[src/rtl/segre_pkg.sv]
// Shared core constants for the segre pipeline: word/address sizes and
// special instruction/PC encodings used by the IF->ID queue.
package segre_pkg;

   localparam int WORD_SIZE = 32;
   localparam int ADDR_SIZE = 32;

   localparam logic [WORD_SIZE-1:0] NOP_INSTR    = 32'h00000013;
   localparam logic [WORD_SIZE-1:0] FINISH_INSTR = 32'hfff01073;
   localparam logic [ADDR_SIZE-1:0] PC_RESET_VAL = 32'hfffffffc;

endpackage : segre_pkg

[src/rtl/segre_id_queue.sv]
// IF->ID decoupling FIFO with flush, decode back-pressure and empty-masked outputs.
// Optional macro SEGRE_FINISH_DETECT_EN enables end-of-test detection on the head entry.
module segre_id_queue
   import segre_pkg::*;
#(
   parameter int DEPTH = 2
) (
   input  logic                     clk_i,
   input  logic                     rsn_i,
   input  logic [WORD_SIZE-1:0]     instr_i,
   input  logic [ADDR_SIZE-1:0]     pc_i,
   input  logic                     valid_if_i,
   output logic                     ready_if_o,
   input  logic                     block_id_i,
   input  logic                     flush_i,
   output logic [WORD_SIZE-1:0]     instr_o,
   output logic [ADDR_SIZE-1:0]     pc_o,
   output logic                     valid_o,
   output logic [$clog2(DEPTH):0]   count_o,
   output logic                     finish_test_o
);

   localparam int PTR_W = $clog2(DEPTH);
   localparam int CNT_W = PTR_W + 1;

   logic [WORD_SIZE-1:0] instr_mem_r [DEPTH];
   logic [ADDR_SIZE-1:0] pc_mem_r    [DEPTH];
   logic [PTR_W-1:0]     wr_ptr_r;
   logic [PTR_W-1:0]     rd_ptr_r;
   logic [CNT_W-1:0]     count_r;
   logic                 push_s;
   logic                 pop_s;
   logic                 empty_s;

   // Handshake decode; ready depends only on registered occupancy
   always_comb begin
      empty_s    = (count_r == CNT_W'(0));
      ready_if_o = (count_r != CNT_W'(DEPTH));
      valid_o    = !empty_s;
      push_s     = valid_if_i && ready_if_o && !flush_i;
      pop_s      = valid_o && !block_id_i && !flush_i;
   end

   // Pointer and occupancy state; flush dominates any push/pop
   always_ff @(posedge clk_i or negedge rsn_i) begin
      if (!rsn_i) begin
         wr_ptr_r <= PTR_W'(0);
         rd_ptr_r <= PTR_W'(0);
         count_r  <= CNT_W'(0);
      end else if (flush_i) begin
         wr_ptr_r <= PTR_W'(0);
         rd_ptr_r <= PTR_W'(0);
         count_r  <= CNT_W'(0);
      end else begin
         if (push_s) wr_ptr_r <= wr_ptr_r + PTR_W'(1);
         else        wr_ptr_r <= wr_ptr_r;
         if (pop_s)  rd_ptr_r <= rd_ptr_r + PTR_W'(1);
         else        rd_ptr_r <= rd_ptr_r;
         case ({push_s, pop_s})
            2'b10:   count_r <= count_r + CNT_W'(1);
            2'b01:   count_r <= count_r - CNT_W'(1);
            default: count_r <= count_r;
         endcase
      end
   end

   // Storage array; contents are never reset because outputs are masked when empty
   always_ff @(posedge clk_i) begin
      if (push_s) begin
         instr_mem_r[wr_ptr_r] <= instr_i;
         pc_mem_r[wr_ptr_r]    <= pc_i;
      end
   end

   // Head presentation, forced to NOP/reset PC while empty
   always_comb begin
      count_o = count_r;
      if (empty_s) begin
         instr_o = NOP_INSTR;
         pc_o    = PC_RESET_VAL;
      end else begin
         instr_o = instr_mem_r[rd_ptr_r];
         pc_o    = pc_mem_r[rd_ptr_r];
      end
   end

`ifdef SEGRE_FINISH_DETECT_EN
   assign finish_test_o = valid_o && (instr_o == FINISH_INSTR);
`else
   assign finish_test_o = 1'b0;
`endif

endmodule : segre_id_queue

[config.mk]
export PLATFORM = sky130hd
export DESIGN_NAME = segre_id_queue
export DESIGN_NICKNAME = d
export VERILOG_FILES = /design/src/rtl/segre_pkg.sv /design/src/rtl/segre_id_queue.sv
export SDC_FILE = /design/constraint.sdc
export NUM_CORES = 1
export LEC_CHECK = 0
export ABC_CLOCK_PERIOD_IN_PS = 6800
export BUFFER_PORTS_ARGS = -buffer_cell sky130_fd_sc_hd__buf_2
export CORE_ASPECT_RATIO = 1.75
export CORE_MARGIN = 1.5
export CORE_UTILIZATION = 23
export DETAILED_ROUTE_END_ITERATION = 8
export HOLD_SLACK_MARGIN = 0.03
export SLEW_MARGIN = 10
export SYNTH_ARGS = -nofsm -noshare
export SYNTH_HDL_FRONTEND = slang
export SYNTH_SLANG_ARGS = --single-unit
[constraint.sdc]
create_clock -name clk_i -period 6.8 [get_ports clk_i]
set_clock_uncertainty 0.15 [all_clocks]
set_input_delay 0 -clock clk_i [delete_from_list [all_inputs] [get_ports clk_i]]
set_output_delay 0 -clock clk_i [all_outputs]
set_load 0.02 [all_outputs]
==> flow_summary.ini <==
[die]
fp.coreArea_um2 = 21600
row_count = 71
io_pins = 138
die_area_um2 = 23000
initial_core_util_pct = 23.5
die_height_um = 199
die_x_um = 115

[power]
p_clk_share_pct = 43.6
max-vdd-ir-drop_mv = 0.151
power.switching_mw = 0.464
sequentialPowerShare_pct = 46.2
comb_power_share_pct = 10.2
powerDensity_nw_per_um2 = 280
p_leak_nw = 2.68
cellInternalPower_mw = 1.59
power_mw = 2.05
netSwitchingFraction_pct = 22.6

[sta]
drv_slew = 0
max_slew_margin_pct = 22.2
setup_tns_ns = 0
tightest_slew_ns = 1.17
layout_setup_ws_ns = 4.05
fin_crit_ns = 2.75
period_share_pct = 40.5
hold_viol_final = 0
fmax_mhz = 363
rsz0062_at_grt = false
finalSetupViolCount = 0

[place]
port_buffers = 136
post-dp-hpwl_mm = 6.84
placed_cells = 715
place_ws_ns = 4.43
gp_congestion = 0.729
dpl_cell_area_um2 = 6040

[clock_network]
h-tree-depth = 4
worstSkewPairLatency_ns = 0.42
post-cts-setup-buffers = 0
cts-resized-gates = 0
cts.clk_slew.worst_paths_ns = 0.05
cts_made_buffers = 17
clockBufferDepth = 2
cts_root_buf = clkbuf_16
hold_buffers = 72
cts_tree = yes
clock_sinks = 132

[synth]
ys_ff_latch = 132
synth_edf_count = 128
dominantRegCellSynth = edfxtp_1
synth_largest_area_cell = edfxtp_1
yosys_warnings = 0
syn-num-nets = 368
syn_area_um2 = 5070
synthDistinctLibCells = 23
syn_inst = 299
syn_avg_cell_area_um2 = 16.9
ys_seq_area_share_pct = 77.8
synth_area_leaders = edfxtp_1, mux2i_1, nand2_1
synth_top_area_share_pct = 75.9
synthArstFlopShare_pct = 3.03

[setup_path]
cp.required_ns = 6.65
r2r_cells = 3
worstSetupStartpoint = count_o[1]$_DFFE_PN0P_
cp_max_fo = 34
critPathCaptureType = output pin
path_class = reg2out
crit_arrival_ns = 2.60
cp-endpoint = pc_o[25]
reg2reg_from = rd_ptr_r$_DFFE_PN0P_
rrSetupSlack_ns = 4.44
cp-start-kind = register
max_stage_delay_ns = 0.77
r2r-end = rd_ptr_r$_DFFE_PN0P_
critPathSlowestCell = nor2_4
path_cells = nor2_4 > inv_2 > nand2_1 > buf_2

[final_layout]
area_delta_synth_final_pct = 44.8
finalNonFillerCells = 819
layout.nets = 583
fillerInstances = 2130
n_antenna_cell = 0
drive_gt1_share_pct = 32.3
final_area_um2 = 7340
layout_commonest_cell = buf_2
mostFrequentLayoutCells = buf_2, edfxtp_1, dlygate4sd3_1

[global_routing]
grt_overflow = 0
grt_first_pass_wirelength_mm = 17.0
grt.total_usage_pct = 10.1
antenna_found_initial = 0
grt_pass1_vias = 3470
grt_max_degree = 67

[route]
drtAntennaViolNets = 0
wire_per_inst_um = 14.0
viasPerCell = 3.97
initialDrtViolationCount = 106
first_pass_iters = 4
drc = 0
routed_wl_mm = 11.4
vias = 3249

[outcome]
status = finished clean

[min_path]
hold_path.class = in2reg

[flow_run]
maxCapViolations = 0
==> flip-flops by register name, indices dropped and copies added (netlist names) <==
| signal | count |
|---|---|
| count_o | 2 |
| instr_mem_r | 64 |
| pc_mem_r | 64 |
| rd_ptr_r | 1 |
| wr_ptr_r | 1 |
==> routing by layer <==
| metal | share of wire, % | wire length, µm | GRT usage [%] | up-vias |
|---|---|---|---|---|
| met5 | 0 | 0 | 0 | - |
| met4 | 2.4 | 276 | 5.67 | 0 |
| met3 | 3.7 | 426 | 3.06 | 15 |
| li1 | - | - | - | 1541 |
| met2 | 57 | 6510 | 19.1 | 89 |
| met1 | 37 | 4230 | 9.37 | 1604 |
==> through the flow <==
stage / util (%) / hold slack, ns
2_1_floorplan: - / -0.446
3_3_place_gp: 28.0 / -0.343
3_5_place_dp: 28.0 / -0.337
4_1_cts: 34.0 / 0.130
5_1_grt: 34.0 / 0.140
6_report: 34.0 / 0.160
==> synthesized netlist by cell type (all sizes together), types with 2 or more instances <==
master  count
edfxtp    128
mux2i      64
nand2      35
nor2       33
buf        14
dfrtp       4
a21oi       3
inv         3
o21ai       3
nand3       2
or3         2
==> kinds of logic (layout without fill, tap and decap cells) <==
| logic type | Yosys count | count (layout) | synth area share, % |
|---|---|---|---|
| AOI/OAI and AO/OA | 8 | 8 | 0.889 |
| buffers and inverters | 17 | 245 | 2.32 |
| DFF | 132 | 132 | 77.8 |
| muxes | 64 | 64 | 12.6 |
| other | 1 | 1 | 0.0740 |
| and+or+nand+nor | 77 | 77 | 6.22 |
==> power by group through the flow <==
| stage | Clock (mW) | Sequential [mW] | Combinational, mW |
|---|---|---|---|
| floorplan | 0 | 0.953 | 0.120 |
| global placement | 0 | 0.964 | 0.176 |
| detailed placement | 0 | 0.966 | 0.180 |
| CTS | 0.923 | 0.950 | 0.213 |
| global route | 0.954 | 0.952 | 0.228 |
| finish | 0.895 | 0.949 | 0.210 |
==> worst max-delay path, delay by kind of cell (launching register included) <==
kind                   cells  cell delay, ns
flip-flops                 1            0.48
AND/OR/NAND/NOR            2            0.98
buffers and inverters      2            0.72
==> layout make-up <==
type	count	area, µm²	share of cell area [%]
Timing Repair Buffer	210	1420	19.3
Tap cell	292	365	4.98
Inverter	3	11.3	0.154
Sequential cell	132	3950	53.8
Clock buffer	21	440	6.00
Clock inverter	11	135	1.84
Multi-Input combinational cell	150	1020	13.9
==> worst min-delay path by stage <==
stage          depth (start not counted)  slack (ns)                           end        start
2_1_floorplan                          0       -0.45        count_o[0]$_DFFE_PN0P_        rsn_i
5_1_grt                                2        0.14   instr_mem_r[0][0]$_DFFE_PP_   instr_i[0]
4_1_cts                                2        0.13  instr_mem_r[0][31]$_DFFE_PP_  instr_i[31]
3_3_place_gp                           1       -0.34        count_o[1]$_DFFE_PN0P_        rsn_i
6_report                               2        0.16     pc_mem_r[1][29]$_DFFE_PP_     pc_i[29]
3_5_place_dp                           1       -0.34          rd_ptr_r$_DFFE_PN0P_        rsn_i
Note: power is estimated with default switching activity, not from simulation.
